`config.mk`:
```
export PLATFORM = sky130hd
export DESIGN_NAME = credit_controller
export DESIGN_NICKNAME = d
export VERILOG_FILES = /design/src/rtl/slot_pkg.sv /design/src/rtl/button_edge_sync.sv /design/src/rtl/credit_controller.sv
export SDC_FILE = /design/constraint.sdc
export NUM_CORES = 1
export LEC_CHECK = 0
export BUFFER_PORTS_ARGS = -buffer_cell sky130_fd_sc_hd__buf_4
export CORE_AREA = 2 2 60 62
export CTS_CLUSTER_SIZE = 20
export DETAILED_ROUTE_END_ITERATION = 10
export DIE_AREA = 0 0 62 64
export PLACE_DENSITY = 0.6
export RECOVER_POWER = 100
export SLEW_MARGIN = 20
export SYNTH_ARGS = -nofsm -noshare
export SYNTH_HDL_FRONTEND = slang
export SYNTH_SLANG_ARGS = --single-unit
```
`constraint.sdc`:
```
create_clock -name CLOCK_50 -period 2.1 [get_ports CLOCK_50]
set_input_delay 0.21 -clock CLOCK_50 [delete_from_list [all_inputs] [get_ports CLOCK_50]]
set_output_delay 0.21 -clock CLOCK_50 [all_outputs]
set_load 0.02 [all_outputs]
```
`src/rtl/slot_pkg.sv`:
```
// Shared definitions for the slot machine credit path: win codes, controller
// state encoding and the payout lookup.
package slot_pkg;

  localparam logic [1:0] WIN_NONE    = 2'b00;
  localparam logic [1:0] WIN_SMALL   = 2'b01;
  localparam logic [1:0] WIN_BIG     = 2'b10;
  localparam logic [1:0] WIN_JACKPOT = 2'b11;

  typedef enum logic [1:0] {
    IDLE   = 2'd0,
    SPIN   = 2'd1,
    PAYOUT = 2'd2
  } state_e;

  // Credits awarded for a win code; a lose pays nothing.
  function automatic logic [31:0] pay_lookup(
    input logic [1:0]  code,
    input int unsigned pay_small,
    input int unsigned pay_big,
    input int unsigned pay_jackpot
  );
    logic [31:0] amt;
    case (code)
      WIN_SMALL:   amt = pay_small;
      WIN_BIG:     amt = pay_big;
      WIN_JACKPOT: amt = pay_jackpot;
      default:     amt = 32'd0;
    endcase
    return amt;
  endfunction

endpackage

```
`src/rtl/button_edge_sync.sv`:
```
// Two-flop synchroniser for a raw active-low pushbutton followed by a
// falling-edge detector; emits one press pulse per physical press.
module button_edge_sync (
  input  logic clk,
  input  logic resetn,
  input  logic btn_n,
  output logic press
);

  logic sync1_q, sync1_d;
  logic sync2_q, sync2_d;
  logic prev_q,  prev_d;

  // Shift the raw level through the synchroniser and keep the last synced value.
  always_comb begin
    sync1_d = btn_n;
    sync2_d = sync1_q;
    prev_d  = sync2_q;
  end

  // Released-button level (1) after reset so no spurious press is produced.
  always_ff @(posedge clk) begin
    if (!resetn) begin
      sync1_q <= 1'b1;
      sync2_q <= 1'b1;
      prev_q  <= 1'b1;
    end else begin
      sync1_q <= sync1_d;
      sync2_q <= sync2_d;
      prev_q  <= prev_d;
    end
  end

  assign press = prev_q & ~sync2_q;

endmodule

```
`src/rtl/credit_controller.sv`:
```
// Credit/bet controller: owns the player's credit, debits a bet per start
// press, requests a spin from the reel block and adds a saturating payout.
module credit_controller
  import slot_pkg::*;
#(
  parameter int unsigned CREDIT_W    = 8,
  parameter int unsigned BET         = 1,
  parameter int unsigned PAY_SMALL   = 2,
  parameter int unsigned PAY_BIG     = 5,
  parameter int unsigned PAY_JACKPOT = 20
) (
  input  logic                CLOCK_50,
  input  logic                resetn,
  input  logic                clear,
  input  logic                load,
  input  logic [CREDIT_W-1:0] credit_in,
  input  logic                start_n,
  input  logic                spin_done,
  input  logic [1:0]          win_code,
  output logic                spin_go,
  output logic [CREDIT_W-1:0] credit,
  output logic                busy,
  output logic                reject,
  output logic                sat
);

  localparam int unsigned         SUM_W      = CREDIT_W + 1;
  localparam logic [CREDIT_W-1:0] BET_C      = CREDIT_W'(BET);
  localparam logic [CREDIT_W-1:0] CREDIT_MAX = '1;

  state_e                state_q,   state_d;
  logic [CREDIT_W-1:0]   credit_q,  credit_d;
  logic                  spin_go_q, spin_go_d;
  logic                  reject_q,  reject_d;
  logic                  sat_q,     sat_d;
  logic [1:0]            win_q,     win_d;

  logic                  press;
  logic [SUM_W-1:0]      pay_amt;
  logic [SUM_W-1:0]      pay_sum;

  // Clip a widened credit sum to the largest representable credit.
  function automatic logic [CREDIT_W-1:0] sat_clip(input logic [SUM_W-1:0] sum);
    return sum[CREDIT_W] ? CREDIT_MAX : sum[CREDIT_W-1:0];
  endfunction

  button_edge_sync u_start_sync (
    .clk    (CLOCK_50),
    .resetn (resetn),
    .btn_n  (start_n),
    .press  (press)
  );

  // The registered win code selects the payout; the sum keeps one carry bit.
  assign pay_amt = SUM_W'(pay_lookup(win_q, PAY_SMALL, PAY_BIG, PAY_JACKPOT));
  assign pay_sum = {1'b0, credit_q} + pay_amt;

  // State register plus all registered outputs.
  always_ff @(posedge CLOCK_50) begin
    if (!resetn) begin
      state_q   <= IDLE;
      credit_q  <= '0;
      spin_go_q <= 1'b0;
      reject_q  <= 1'b0;
      sat_q     <= 1'b0;
      win_q     <= WIN_NONE;
    end else begin
      state_q   <= state_d;
      credit_q  <= credit_d;
      spin_go_q <= spin_go_d;
      reject_q  <= reject_d;
      sat_q     <= sat_d;
      win_q     <= win_d;
    end
  end

  // Next state: clear aborts anything, load pins IDLE, otherwise the spin flow.
  always_comb begin
    state_d = state_q;
    if (clear) begin
      state_d = IDLE;
    end else if (load && (state_q == IDLE)) begin
      state_d = IDLE;
    end else begin
      case (state_q)
        IDLE:    if (press && (credit_q >= BET_C)) state_d = SPIN;
        SPIN:    if (spin_done) state_d = PAYOUT;
        PAYOUT:  state_d = IDLE;
        default: state_d = IDLE;
      endcase
    end
  end

  // Next values of credit, pulses, sticky saturation and captured win code.
  always_comb begin
    credit_d  = credit_q;
    spin_go_d = 1'b0;
    reject_d  = 1'b0;
    sat_d     = sat_q;
    win_d     = win_q;
    if (clear) begin
      credit_d = '0;
      sat_d    = 1'b0;
    end else if (load && (state_q == IDLE)) begin
      // A press edge arriving now is deliberately dropped.
      credit_d = credit_in;
      sat_d    = 1'b0;
    end else begin
      case (state_q)
        IDLE: begin
          if (press) begin
            if (credit_q >= BET_C) begin
              credit_d  = credit_q - BET_C;
              spin_go_d = 1'b1;
            end else begin
              reject_d = 1'b1;
            end
          end
        end
        SPIN: begin
          if (spin_done) win_d = win_code;
        end
        PAYOUT: begin
          credit_d = sat_clip(pay_sum);
          if (pay_sum[CREDIT_W]) sat_d = 1'b1;
        end
        default: ;
      endcase
    end
  end

  assign busy    = (state_q != IDLE);
  assign spin_go = spin_go_q;
  assign credit  = credit_q;
  assign reject  = reject_q;
  assign sat     = sat_q;

endmodule

```
Word level (Yosys, flattened, before mapping)
Cells that the tools add are included.
- $add $sub $neg: 2
- order comparisons: 1
- equal/unequal tests: 9
- mux-type cells: 11
- bitwise gates (word level): 7
- reductions and logical operators: 12
- operator list (kind ; number):
    8-bit 2-to-1 mux ; 4
    8-bit case mux with 2 select lines ; 1
    5-bit case mux with 3 select lines ; 1
    8-bit by 9-bit adder with 9-bit output ; 1
    8-bit by 1-bit greater-or-equal comparator with 1-bit output (second input constant) ; 1
    8-bit by 1-bit subtractor with 8-bit output (second input constant) ; 1
    2-bit equality test (second input constant) ; 3
    1-bit inverter ; 6
    5-bit OR reduction ; 1
    2-bit by 1-bit equality test with 1-bit output (second input constant) ; 2
    2-bit 2-to-1 mux ; 2
    2-bit case mux with 2 select lines ; 1
    2-bit AND reduction ; 2
    4-bit AND reduction ; 1
    3-bit by 1-bit != test with 1-bit output (second input constant) ; 1
    3-bit by 2-bit != test with 1-bit output (second input constant) ; 1
    3-bit AND reduction ; 1
    3-bit nonzero test ; 1
    3-bit OR reduction ; 1
    1-bit logical AND ; 2
    2-bit zero test ; 1
    1-bit 2-to-1 mux ; 2
    2-bit by 1-bit != test with 1-bit output (second input constant) ; 1
    2-bit != test (second input constant) ; 1
    other kinds (3) ; 3
- register bits after elaboration: 18
- input bits: 16
- output and inout port bits: 12
- logic and storage cells: 51

Depth between registers and ports, before layout
- depth after elaboration: 6
- mapped depth: 8
- gate-level depth less buffers: 8

Cells and area by module
Synthesis repeated with hierarchy kept, for this count alone.
- cell total of the unflattened synthesis: 144
- area, all modules: 1221.2 um2
- modules (own cells, without submodules) (module ; times used ; cells an instance ; area each (um2) ; sequential area each (um2)):
    credit_controller ; 1 ; 137 ; 1136.1 ; 300.3
    button_edge_sync ; 1 ; 7 ; 85.1 ; 60.1

Least setup slack after synthesis
Ideal clock, no wire load.
- path type: reg-to-reg
- start point: register credit_q[0], in the netlist credit[0]
- end point: register credit_q[5], in the netlist credit[5]
- setup time: 0.126 ns
- arrival time: 2.044 ns
- required time: 1.974 ns
- slack: -0.070 ns
- cell stages (with the launch flop): 8
- buffers on the path: 0
- period minus slack after synthesis: 2.170 ns
- cells stage by stage: dfxtp_1 ha_1 fa_1 a211oi_1 nor3_2 nand2b_1 o221ai_1 a31oi_1
- longest elaborated chain between the ends: 5
- elaborated cells on any way between the ends: 10
- classes of those cells: add/sub (2); order compare (1); eq/ne (1); mux (5); reduce/logical (1)
- RTL lines (item ; RTL line ; text):
    start, declared ; credit_controller.sv:32 ; logic [CREDIT_W-1:0] credit_q, credit_d;
    start signal, assigned ; credit_controller.sv:69 ; credit_q <= credit_d;
    8-bit by 1-bit subtractor with 8-bit output ; credit_controller.sv:113 ; credit_d = credit_q - BET_C;
    8-bit 2-to-1 mux ; credit_controller.sv:112 ; if (credit_q >= BET_C) begin
    8-bit 2-to-1 mux ; credit_controller.sv:111 ; if (press) begin
    8-bit case mux with 2 select lines ; credit_controller.sv:109 ; case (state_q)
    8-bit 2-to-1 mux ; credit_controller.sv:104 ; end else if (load && (state_q == IDLE)) begin
Parallel ways exist; a longest one is shown, timed or not. The select of a mux whose other input is x is not followed.
A chain may end at the register's enable or synchronous reset.

Worst setup path in the final report
- start point: register win_q[0]
- end point: register credit_q[5], in the netlist credit[5]
- longest elaborated chain between the ends: 6
- elaborated cells on any way between the ends: 8
- classes of those cells: add/sub (1); eq/ne (3); mux (4)
- RTL lines (item ; RTL line ; text):
    start, declared ; credit_controller.sv:36 ; logic [1:0] win_q, win_d;
    start signal, assigned ; credit_controller.sv:73 ; win_q <= win_d;
    2-bit equality test or 2-bit by 1-bit equality test with 1-bit output (tied branches) ; slot_pkg.sv:24 ; case (code)
    5-bit case mux with 3 select lines * ; slot_pkg.sv:24 ;
    8-bit by 9-bit adder with 9-bit output * ; credit_controller.sv:56 ; assign pay_sum = {1'b0, credit_q} + pay_amt;
    8-bit 2-to-1 mux * ; credit_controller.sv:44 ; return sum[CREDIT_W] ? CREDIT_MAX : sum[CREDIT_W-1:0];
    8-bit case mux with 2 select lines * ; credit_controller.sv:109 ;
    8-bit 2-to-1 mux * ; credit_controller.sv:104 ;
Mark *: on every way between the ends. The rest lies on a longest branch, timed or not.

==> metrics.md <==
| Metric | Value |
|---|---|
| Clock H-tree levels | `1` |
| Main area contributors after synthesis | `sky130_fd_sc_hd__dfxtp_1, sky130_fd_sc_hd__ha_1, sky130_fd_sc_hd__a21oi_1` |
| Number of clock sinks seen by CTS | `18` |
| Top-level port count | `28` |
| Post-cts hold buffer count | `0` |
| Largest net degree at the start of global routing | `17` |
| Detailed-route wire length per cell | `14.6 um` |
| Final critical-path share of the clock period | `95.0%` |
| WP buf/inv | `0` |
| Remaining global-route overflow | `0` |
| Clock slew at reported path FFs | `120 ps` |
| Critical Path Source Type | `flop` |
| Post-synth EDFFs | `0` |
| Launching element of the worst setup path | `win_q[0]` |
| Max-capacitance violation count | `0` |
| Detailed-route DRC error count | `0` |
| RePlAce Congestion | `0.960` |
| Iteration-0 DRC count of the detailed router | `42` |
| Sequential cell area | `360 um^2` |
| Estimated wirelength of the detail-placed design | `2630 um` |
| Top fanout value on the critical path | `5` |
| Clock latency reported for the late side of the worst-skew pair | `320 ps` |
| Main flop type after synthesis | `sky130_fd_sc_hd__dfxtp_1` |
| Initial antenna violation count | `0` |
| IO Port Bufs | `27` |
| Leakage power summed over all cells | `0.648 nW` |
| Worst path required time | `2320 ps` |
| Final setup vio count | `0` |
| Final Routed Wirelength | `3380 um` |
| Max-slew violation count | `0` |
| Chip height | `64 um` |
| Ordered list of cells on the worst path | `nor2b_1, ha_2, fa_2, a211oi_4, nor3_2, nand2b_1, o221ai_1, a31oi_1` |
| All-layer global routing usage | `18.6%` |
| Cell type contributing the most total cell area after synthesis | `sky130_fd_sc_hd__dfxtp_1` |
| First-pass GRT wire length | `5520 um` |
| Area Overhead vs Synth | `25.0%` |
| Dominant cell by count in the synthesized netlist | `sky130_fd_sc_hd__dfxtp_1` |
| Data arrival, critical path | `2220 ps` |
| Die area | `3970 um^2` |
| TritonCTS clock tree | `built` |
| Root Buffer | `sky130_fd_sc_hd__clkbuf_4` |
| Worst path max stage delay | `400 ps` |
| TritonCTS Buffers | `3` |
| Power density normalized to cell area | `512 nW/um^2` |
| Cell with the largest stage delay on the worst path | `sky130_fd_sc_hd__fa_2` |
| Worst relative slew slack | `58.6%` |
| Number of rows created at floorplan | `21` |
| Capture point of the worst reg-to-reg path | `credit[5]` |
| Critical path start-end classification | `flop to flop` |
| Status | `finished clean` |
| Cell area after synthesis | `1280 um^2` |
| Beginning of the worst register-to-register path | `win_q[0]` |
| Fraction of layout instances using a drive strength above 1 | `24.3%` |
| Synthesis warning total | `0` |
| Cell family with most CP delay | `adder cells` |
| Number of cells on the critical path | `8` |
| Antenna violation net count after detailed routing | `0` |
| R2R Setup Slk | `100 ps` |
| Core Area | `3280 um^2` |
| Category of the worst setup path capture point | `flop` |
| Portion of synthesized cell area occupied by the leading cell type | `28.1%` |
| Share of async-settable or async-resettable flops after synthesis | `0%` |
| Worst-case vdd ir drop | `0.357 mV` |
| Sum of negative setup slack | `0 ps` |
| Unrepaired setup endpoints after global routing | `no` |
| Average via count per standard cell | `5.39` |
| Count of fill cells added during filler insertion | `356` |
| Die width | `62 um` |
| Yosys reg bits | `18` |
| Antenna Cells | `0` |
| Initial standard-cell utilization of the core | `39.0%` |
| Cell variety after synth | `49` |
| First-pass DRT Iterations | `4` |
| Min-delay worst type | `primary input to flop` |
| Nets in the synthesized netlist | `173` |
| Hold-critical path depth | `2` |
| Number of global-route vias before repair | `1,212` |
| Worst hold-check slack | `99.1 ps` |
| Synthesized instance count | `150` |
| Most common library cells after synthesis | `sky130_fd_sc_hd__dfxtp_1, sky130_fd_sc_hd__nand2_1, sky130_fd_sc_hd__a21oi_1, sky130_fd_sc_hd__nand2b_1` |
| Final period demand of the worst path | `2000 ps` |
| Maximum achievable frequency | `0.501 GHz` |
| Worst-case hold path end point | `u_start_sync.sync1_q` |
| Cell count of the worst reg-to-reg path | `8` |
| Part of the Yosys area used for sequential elements | `28.1%` |
| Number of hold violations in the final report | `0` |
| Worst Clk Skew | `10.7 ps` |
| Area used by multi-input combinational logic | `850 um^2` |
| Mean cell area of the mapped netlist | `8.54 um^2` |
| Worst min-delay path startpoint | `start_n` |
| Via count | `1,245` |
| Deepest clock path buffer count | `2` |
| Total number of nets in the final design | `209` |
| Least-Margin Pin Slew | `619 ps` |
cells in the final DEF (no fill, tap or decap), drive strengths merged, types with 3 or more instances in the layout:
cell type and n:
mux2i 3, o22ai 3, dfxtp 18, o311ai 3, nor2b 5, nor2 5, xnor2 6, nand2b 7
buf 28, o21ai 8, clkbuf 18, nor3b 3, nor3 7, nand2 14, inv 5, a21oi 12
a31oi 6, ha 6
worst max-delay path by stage:
stage / endpoint
floorplan: credit[5]
global placement: credit[4]
detailed placement: credit[4]
CTS: credit[3]
global route: credit[7]
finish: credit[5]
kinds of logic after synthesis:
family	Yosys count	synth area share, %
simple gates	55	25.6
compound gates	43	23.4
flops	18	28.1
buf+inv	16	7.62
xor+xnor	8	5.47
fa+ha+maj	7	7.42
mux	3	2.34
power by group:
group          leakage (nW)  switching, mW  total (mW)  internal [mW]
Clock                0.0210          0.130       0.236          0.106
Combinational         0.481          0.110       0.215          0.105
Sequential            0.147         0.0163       0.369          0.353
flip-flops by register name, indices dropped and copies added (netlist names):
| name | cells |
|---|---|
| credit | 8 |
| u_start_sync.prev_q | 1 |
| state_q | 2 |
| reject | 1 |
| u_start_sync.prev_d | 1 |
| win_q | 2 |
| u_start_sync.sync1_q | 1 |
| sat | 1 |
| spin_go | 1 |
routing by layer:
layer | GRT usage [%] | share of wire (%)
met1 | 24.9 | 45
met2 | 29.4 | 47
met3 | 2.43 | 4.4
met4 | 7.45 | 3.1
met5 | 0 | 0
metrics by stage:
stage	worst slack [ps]	total power, mW	instance area [um^2]	utilization [%]	instances
after floorplan	33.9	0.518	1290	-	150
after global placement	62.2	0.592	1590	48.3	226
after detailed placement	29.3	0.595	1590	48.3	226
after CTS	28.9	0.827	1620	49.4	230
after global routing	6.02	0.864	1600	48.8	231
final	104	0.820	1600	48.8	231
worst register-to-register path: stages (launching register included):
cell                       delay [ps]
sky130_fd_sc_hd__dfxtp_1          390
sky130_fd_sc_hd__nor2b_1           70
sky130_fd_sc_hd__ha_2             200
sky130_fd_sc_hd__fa_2             400
sky130_fd_sc_hd__a211oi_4         240
sky130_fd_sc_hd__nor3_2           100
sky130_fd_sc_hd__nand2b_1         190
sky130_fd_sc_hd__o221ai_1         210
sky130_fd_sc_hd__a31oi_1          100
layout make-up:
class                           instances  share of cell area (%)
Multi-Input combinational cell        116                    53.0
Sequential cell                        18                    22.5
Inverter                                5                    1.17
Timing Repair Buffer                   42                    17.4
Tap cell                               46                    3.59
Clock buffer                            4                    2.27
what timing repair did:
item / in CTS / in global routing
buffers inserted: 0 / 1
endpoints found under the setup margin: 1 / 7
pin swaps: 1 / 4
gates resized for setup: 1 / 8
(Power assumes the default switching activity.)
